### config.mk
export PLATFORM = sky130hd
export DESIGN_NAME = mem_port_arbiter
export DESIGN_NICKNAME = d
export VERILOG_FILES = /design/src/rtl/mem_port_arbiter.sv
export SDC_FILE = /design/constraint.sdc
export NUM_CORES = 1
export LEC_CHECK = 0
export CORE_ASPECT_RATIO = 2
export CORE_MARGIN = 2
export CORE_UTILIZATION = 45
export DETAILED_ROUTE_END_ITERATION = 16
export PLACE_DENSITY = 0.86
export SLEW_MARGIN = 20
export SYNTH_ARGS = -nofsm -noshare
export SYNTH_HDL_FRONTEND = slang
export SYNTH_SLANG_ARGS = --single-unit
### constraint.sdc
create_clock -name clk -period 5.3 [get_ports clk]
set_clock_uncertainty 0.05 [all_clocks]
set_input_delay 1.06 -clock clk [delete_from_list [all_inputs] [get_ports clk]]
set_output_delay 1.06 -clock clk [all_outputs]
set_load 0.01 [all_outputs]
### src/rtl/mem_port_arbiter.sv
// Shares the single cache-memory port between instruction fetch and data access.
// One request is serviced at a time; contention is resolved round-robin.
module mem_port_arbiter #(
  parameter int ADDR_W  = 32,
  parameter int DATA_W  = 32,
  parameter int MEM_LAT = 2
) (
  input  logic              clk,
  input  logic              rst_n,
  input  logic              i_if_req,
  input  logic [ADDR_W-1:0] i_if_addr,
  output logic              o_if_gnt,
  output logic [DATA_W-1:0] o_if_rdata,
  output logic              o_if_valid,
  input  logic              i_dm_req,
  input  logic              i_dm_we,
  input  logic [ADDR_W-1:0] i_dm_addr,
  input  logic [DATA_W-1:0] i_dm_wdata,
  output logic              o_dm_gnt,
  output logic [DATA_W-1:0] o_dm_rdata,
  output logic              o_dm_valid,
  output logic [ADDR_W-1:0] o_mem_addr,
  output logic [DATA_W-1:0] o_mem_wdata,
  output logic              o_mem_read,
  output logic              o_mem_wrt,
  input  logic [DATA_W-1:0] i_mem_rdata
);

  typedef enum logic [1:0] {IDLE, ACCESS, DONE} state_t;

  localparam logic [2:0] CNT_INIT = 3'(MEM_LAT - 1);

  state_t            r_state;
  state_t            w_nextState;
  logic [2:0]        r_cnt;
  logic              r_ownerDm;
  logic              r_we;
  logic [ADDR_W-1:0] r_addr;
  logic [DATA_W-1:0] r_wdata;
  logic              r_ifGnt;
  logic              r_dmGnt;
  logic              r_ifValid;
  logic              r_dmValid;
  logic [DATA_W-1:0] r_ifRdata;
  logic [DATA_W-1:0] r_dmRdata;
  logic              w_grant;
  logic              w_grantDm;
  logic              w_accessEnd;

  // r_ownerDm also serves as the last-owner memory for round-robin
  always_comb begin
    w_nextState = r_state;
    w_grant     = 1'b0;
    w_grantDm   = 1'b0;
    w_accessEnd = 1'b0;
    case (r_state)
      IDLE, DONE: begin
        w_grant     = i_if_req | i_dm_req;
        w_grantDm   = i_dm_req & (~i_if_req | ~r_ownerDm);
        w_nextState = w_grant ? ACCESS : IDLE;
      end
      ACCESS: begin
        w_accessEnd = (r_cnt == 3'd0);
        if (w_accessEnd) begin
          w_nextState = DONE;
        end
      end
      default: w_nextState = IDLE;
    endcase
  end

  always_ff @(posedge clk or negedge rst_n) begin
    if (!rst_n) begin
      r_state <= IDLE;
    end else begin
      r_state <= w_nextState;
    end
  end

  always_ff @(posedge clk or negedge rst_n) begin
    if (!rst_n) begin
      r_cnt     <= 3'd0;
      r_ownerDm <= 1'b0;
      r_we      <= 1'b0;
      r_addr    <= '0;
      r_wdata   <= '0;
      r_ifGnt   <= 1'b0;
      r_dmGnt   <= 1'b0;
      r_ifValid <= 1'b0;
      r_dmValid <= 1'b0;
      r_ifRdata <= '0;
      r_dmRdata <= '0;
    end else begin
      r_ifGnt   <= w_grant & ~w_grantDm;
      r_dmGnt   <= w_grant & w_grantDm;
      r_ifValid <= w_accessEnd & ~r_ownerDm;
      r_dmValid <= w_accessEnd & r_ownerDm;
      if (w_grant) begin
        r_cnt     <= CNT_INIT;
        r_ownerDm <= w_grantDm;
        r_we      <= w_grantDm & i_dm_we;
        r_addr    <= w_grantDm ? i_dm_addr : i_if_addr;
        if (w_grantDm) begin
          r_wdata <= i_dm_wdata;
        end
      end else if (r_state == ACCESS && r_cnt != 3'd0) begin
        r_cnt <= r_cnt - 3'd1;
      end
      if (w_accessEnd && !r_we) begin
        if (r_ownerDm) begin
          r_dmRdata <= i_mem_rdata;
        end else begin
          r_ifRdata <= i_mem_rdata;
        end
      end
    end
  end

  // Strobes decode from state so an asynchronous reset removes them at once
  assign o_mem_read  = (r_state == ACCESS) & ~r_we;
  assign o_mem_wrt   = (r_state == ACCESS) & r_we;
  assign o_mem_addr  = r_addr;
  assign o_mem_wdata = r_wdata;
  assign o_if_gnt    = r_ifGnt;
  assign o_dm_gnt    = r_dmGnt;
  assign o_if_valid  = r_ifValid;
  assign o_dm_valid  = r_dmValid;
  assign o_if_rdata  = r_ifRdata;
  assign o_dm_rdata  = r_dmRdata;

endmodule

==> metrics.cfg, run 1 <==
[status]
status = complete, no violations

[setup_path]
start_kind = primary input
endpoint = o_mem_wdata[22]
r2r-start = r_cnt[0]
arrival_ns = 3.62
reg2reg_slack_ns = 2.66
crit_path_max_fanout = 35
critPathKind = in -> reg
reg2reg_depth = 5
crit_path_end_kind = register
worst_r2r_endpoint = o_if_rdata[28]
worstPathRequired_ns = 5.53
startpoint = i_dm_req

[floorplan]
die_area_um2 = 13900
die_h_um = 165
row_count = 58
dieWidth_um = 84.5
core_area_um2 = 12600
initial_utilization_pct = 46.2
ios = 267

[drt]
dr.pass1.iters = 5
num_vias = 4659
drtIter0Drc = 205
wl_per_cell_um = 19.8
drc = 0
drt-total-wl_mm = 16.8
drt-vias-per-instance = 5.49
ant_nets = 0

[timing]
finalCriticalPeriod_ns = 3.39
slew_violations = 0
setup_tns_ns = 0
rsz0062_at_grt = false
slew_headroom_pct = 26.8
setup_violations = 0
tightest_slew_ns = 1.10
final.period_utilization_pct = 64.0
fmax_mhz = 295
hold_viol_final = 0

[logic_synthesis]
syn_avg_cell_area_um2 = 13.4
yosys_warnings = 0
netlist_area_um2 = 5830
syn_nets = 570
synth-seq-cells = 139
synthTopCellsByArea = dfrtp_1 60%, mux2_2 12%, mux2_4 7.7%
synth_top_area_share_pct = 59.6
seq_area_frac_synth_pct = 59.6
synthCells = 435
synth_top_area_cell = dfrtp_1
synth_cell_types = 33

[final_layout]
area_growth_pct = 56.5
nets = 821
diodes = 0
final_area_um2 = 9130
n_fill_cell = 856
final_layout_size_suffix_gt1_share_pct = 19.6

[clock_tree]
path_clk_slew_ns = 0.06
cts_max_path_buffers = 2
htreeDepth = 4
cts_tree = done
clkSinkCount = 139
hold_buffers = 0
insertion_delay_ns = 0.40
cts_root_buffer = clkbuf_16
numCtsBuffers = 17
post_cts_resized = 0
postCtsSetupBuffers = 0

[grt]
grt_pass1_wl_mm = 26.1
grt_max_degree = 101
grt_usage_pct = 24.0
grt_pass1_vias = 4874
grt-ovfl-total = 0
antenna_found_initial = 0

[placement]
dp_hpwl_mm = 12.3
placed_cell_area_um2 = 8550
port_buffers = 266
place_congestion = 0.869

[power_and_ir_drop]
leakage_nw = 3.77
power_density_nw_per_um2 = 618
vdd_drop_max_mv = 0.394

[flow_run]
drv_cap = 0

[min_path]
hold_path.class = reg -> reg

[report_power, final]
part           total (mW)  internal (mW)  switching [mW]
Sequential           1.90           1.60           0.308
Clock                1.14          0.668           0.474
Combinational        2.60           1.52            1.08
[cells in the mapped netlist (all sizes together)]
library cell / instances
o2bb2ai: 1
o21bai: 1
a31oi: 32
o21ba: 1
a21boi: 1
clkinv: 1
nand3: 2
mux2: 96
nand2: 2
nor2: 36
ha: 2
nor4: 1
a21oi: 1
dfrtp: 139
inv: 5
or4: 1
buf: 14
and2: 2
nor2b: 1
o22ai: 1
nand2b: 3
o21ai: 32
a22o: 1
clkbuf: 24
nor3: 2
o2111ai: 32
mux2i: 1
[kinds of logic (layout without fill, tap and decap cells)]
| kind of cell | count (synthesis) | count (layout) | synth area share (%) |
|---|---|---|---|
| simple gates | 50 | 50 | 4.01 |
| flops | 139 | 139 | 59.6 |
| compound gates | 103 | 103 | 11.9 |
| fa+ha+maj | 2 | 2 | 0.429 |
| mux | 97 | 97 | 20.6 |
| buf+inv | 44 | 308 | 3.41 |
[placed cells by master, fill, tap and decap left out, types with 2 or more instances in the layout]
cell,n
nor2_1,35
clkinvlp_4,5
mux2_1,2
inv_6,5
mux2_4,30
o2111ai_1,32
clkdlybuf4s50_1,265
o21ai_0,32
a31oi_1,32
nand2b_2,2
nand3_1,2
nor3_1,2
mux2_2,64
inv_1,5
clkbuf_16,17
buf_4,4
dfrtp_1,139
and2_1,2
ha_1,2
nand2_1,2
[flip-flops by register name, summed over array words and instances (netlist names)]
name and flops:
o_dm_valid 1, o_if_gnt 1, o_if_valid 1, r_ownerDm 1, o_if_rdata 32, o_dm_gnt 1, r_we 1, o_mem_wdata 32
r_state 2, o_dm_rdata 32, o_mem_addr 32, r_cnt 3
[worst max-delay path, cell delays in order]
cell and delay, ns:
clkdlybuf4s50_1 0.47, buf_4 0.36, nand2b_2 0.43, nor2_4 0.85, mux2_2 0.43
[routing by layer]
| layer | global-route usage (%) | share of wire (%) |
|---|---|---|
| met1 | 26.7 | 35 |
| met2 | 43.7 | 56 |
| met3 | 4.95 | 5.1 |
| met4 | 10.7 | 3.5 |
| met5 | 0 | 0 |
[metrics by stage]
stage / utilization, % / hold WS (ns) / total power [mW] / setup slack [ns] / cells
2_1_floorplan: - / 0.386 / 3.09 / 2.93 / 435
3_3_place_gp: 67.7 / 0.405 / 4.40 / 1.31 / 817
3_5_place_dp: 67.7 / 0.424 / 4.52 / 1.16 / 817
4_1_cts: 72.2 / 0.433 / 5.69 / 1.53 / 849
5_1_grt: 72.3 / 0.468 / 5.95 / 1.76 / 849
6_report: 72.3 / 0.433 / 5.64 / 1.91 / 849
[final cells by class]
cell class / count / area, um2 / area share, %
Tap cell: 150 / 188 / 2.06
Sequential cell: 139 / 3480 / 38.1
Multi-Input combinational cell: 252 / 2170 / 23.8
Clock inverter: 14 / 136 / 1.49
Clock buffer: 18 / 439 / 4.81
Timing Repair Buffer: 270 / 2690 / 29.5
Inverter: 6 / 22.5 / 0.247
[worst min-delay path by stage]
stage	from	slack [ns]	end	cells past startpoint
detailed placement	o_dm_rdata[5]	0.42	o_dm_rdata[5]	1
floorplan	r_cnt[2]	0.39	r_cnt[2]	1
CTS	r_cnt[2]	0.43	r_cnt[2]	1
global placement	r_cnt[2]	0.41	r_cnt[2]	1
global route	r_cnt[2]	0.47	r_cnt[2]	1
finish	r_cnt[2]	0.43	r_cnt[2]	1
No activity file was read; power rests on OpenSTA's default activity.
==> run 2: changes to the inputs <==
--- a/config.mk
+++ b/config.mk
@@ -7,9 +7,9 @@
 export LEC_CHECK = 0
 export CORE_ASPECT_RATIO = 2
 export CORE_MARGIN = 2
-export CORE_UTILIZATION = 45
+export CORE_UTILIZATION = 42
 export DETAILED_ROUTE_END_ITERATION = 16
-export PLACE_DENSITY = 0.86
+export PLACE_DENSITY = 0.81
 export SLEW_MARGIN = 20
 export SYNTH_ARGS = -nofsm -noshare
 export SYNTH_HDL_FRONTEND = slang
==> constraint.sdc (replaced) <==
create_clock -name clk -period 3.3 [get_ports clk]
set_clock_uncertainty 0.05 [all_clocks]
set_input_delay 0.66 -clock clk [delete_from_list [all_inputs] [get_ports clk]]
set_output_delay 0.66 -clock clk [all_outputs]
set_load 0.01 [all_outputs]
==> run 2 against run 1 <==
Against the previous run:
- sequential power increased by 61%
- highest routed layer unchanged
- wire length decreased by 2.1%
- first-iteration DRC count decreased by 16%
- final cell count increased by 1.4%
- sequential share of layout area decreased by 0.38 points
- largest power group unchanged
- die area increased by 6.9%
- design area increased by 1.0%
- sequential cell count unchanged
- setup slack got worse by 1.3 ns
==> metrics.cfg, run 2 (synthesis gave the netlist of run 1 again) <==
[flow_run]
drv_cap = 0  ; unchanged

[final_layout]
nets = 827  ; +0.73%
diodes = 0  ; unchanged
final_area_um2 = 9220  ; +1.0%
post-route-util_pct = 67.1  ; -5.2 points
area_growth_pct = 58.1
n_fill_cell = 1020  ; +19%
layout_commonest_cell = clkdlybuf4s50_1
final_layout_size_suffix_gt1_share_pct = 19.9  ; +0.29 points
layout_common_cells = 265 x clkdlybuf4s50_1, 139 x dfrtp_1, 64 x mux2_2
final_cells = 861  ; +1.4%

[floorplan]
die_area_um2 = 14900  ; +6.9%
ios = 267  ; unchanged
initial_utilization_pct = 42.5  ; -3.7 points
core_area_um2 = 13700  ; +8.8%
dieWidth_um = 87.3  ; +3.3%
die_h_um = 171  ; +3.4%
row_count = 61  ; +5.2%

[clock_tree]
insertion_delay_ns = 0.40  ; about the same
cts_max_path_buffers = 2  ; unchanged
clkSinkCount = 139  ; unchanged
postCtsSetupBuffers = 0  ; unchanged
cts_root_buffer = clkbuf_16
post_cts_resized = 0  ; unchanged
htreeDepth = 4  ; unchanged
cts_tree = done
hold_buffers = 0  ; unchanged
numCtsBuffers = 17  ; unchanged
path_clk_slew_ns = 0.06  ; about the same

[grt]
antenna_found_initial = 0  ; unchanged
grt_max_degree = 91  ; -9.9%
grt_usage_pct = 22.2  ; -1.8 points
grt_pass1_vias = 4896  ; +0.45%
grt_pass1_wl_mm = 25.5  ; -2.3%
grt-ovfl-total = 0  ; unchanged

[timing]
setup_violations = 0  ; unchanged
hold_viol_final = 0  ; unchanged
slew_violations = 0  ; unchanged
finalCriticalPeriod_ns = 2.66
final.period_utilization_pct = 80.5
fmax_mhz = 376
setup_tns_ns = 0  ; unchanged
slew_headroom_pct = 32.7  ; +5.8 points
rsz0062_at_grt = false
tightest_slew_ns = 1.01  ; -0.0889 ns

[power_and_ir_drop]
leakage_nw = 3.83  ; +1.5%
power_mw = 9.15  ; +62%
vdd_drop_max_mv = 0.533  ; +35%
power_density_nw_per_um2 = 992  ; +60%

[placement]
post-place-cells = 830  ; +1.6%
placed_cell_area_um2 = 8620  ; +0.92%
place_congestion = 0.782  ; -10%
dp_hpwl_mm = 11.4  ; -7.3%
port_buffers = 266  ; unchanged

[drt]
drt-total-wl_mm = 16.4  ; -2.1%
drtIter0Drc = 172  ; -16%
drc = 0  ; unchanged
ant_nets = 0  ; unchanged
dr.pass1.iters = 4  ; -1
drt-vias-per-instance = 5.47  ; -0.38%
num_vias = 4707  ; +1.0%
wl_per_cell_um = 19.1  ; -3.5%

[min_path]
hold_path.class = in -> async

[setup_path]
startpoint = r_state[0]
reg2reg_slack_ns = 1.00  ; -1.66 ns
r2r-start = r_cnt[0]
critPathKind = reg -> out
worstPathRequired_ns = 2.59  ; -2.94 ns
crit_path_max_fanout = 6  ; -83%
arrival_ns = 1.95  ; -1.67 ns
reg2reg_depth = 6  ; +1
worst_r2r_endpoint = o_if_rdata[13]
start_kind = register
crit_path_end_kind = output pin

[status]
status = complete, no violations

-- run 2: area by class of cell --
class | count | area (um2) | share of cell area (%)
timing repair buffer | 276 | 2760 | 30.0
clock buffer | 18 | 429 | 4.65
sequential | 139 | 3480 | 37.7
tap | 157 | 196 | 2.13
multi-input combinational | 252 | 2160 | 23.5
inverter | 6 | 22.5 | 0.244
clock inverter | 13 | 169 | 1.83
-- run 2: worst max-delay path by stage --
stage | to | cells past startpoint | slack [ns]
after global placement | o_mem_wdata[25] | 5 | 0.87
after detailed placement | o_mem_wdata[7] | 5 | 0.83
final | o_mem_wrt | 3 | 0.64
after floorplan | o_mem_wdata[0] | 5 | 1.33
after global routing | o_mem_wrt | 3 | 0.57
after CTS | o_mem_wrt | 3 | 0.63
-- run 2: report_power, final --
part	total, mW	internal [mW]	leakage, nW	switching [mW]
sequential	3.05	2.56	1.64	0.487
combinational	4.17	2.46	1.90	1.71
clock	1.93	1.19	0.291	0.737
-- run 2: worst max-delay path: stages (launching register included) --
cell             delay (ns)
dfrtp_1                0.46
nor2b_1                0.35
and2_1                 0.18
clkdlybuf4s50_1        0.56
-- run 2: through the flow --
stage | hold slack [ns] | worst slack [ns]
6_report | 0.277 | 0.644
5_1_grt | 0.335 | 0.569
4_1_cts | 0.315 | 0.634
3_5_place_dp | 0.408 | 0.827
3_3_place_gp | 0.404 | 0.865
2_1_floorplan | 0.314 | 1.33
-- run 2: metal layers --
metal	routed length (um)	up-vias	GRT usage, %
met1	6200	2261	26.0
met3	2110	31	10.6
met2	7660	290	34.4
met4	464	0	9.57
met5	0	-	0
li1	-	2125	-
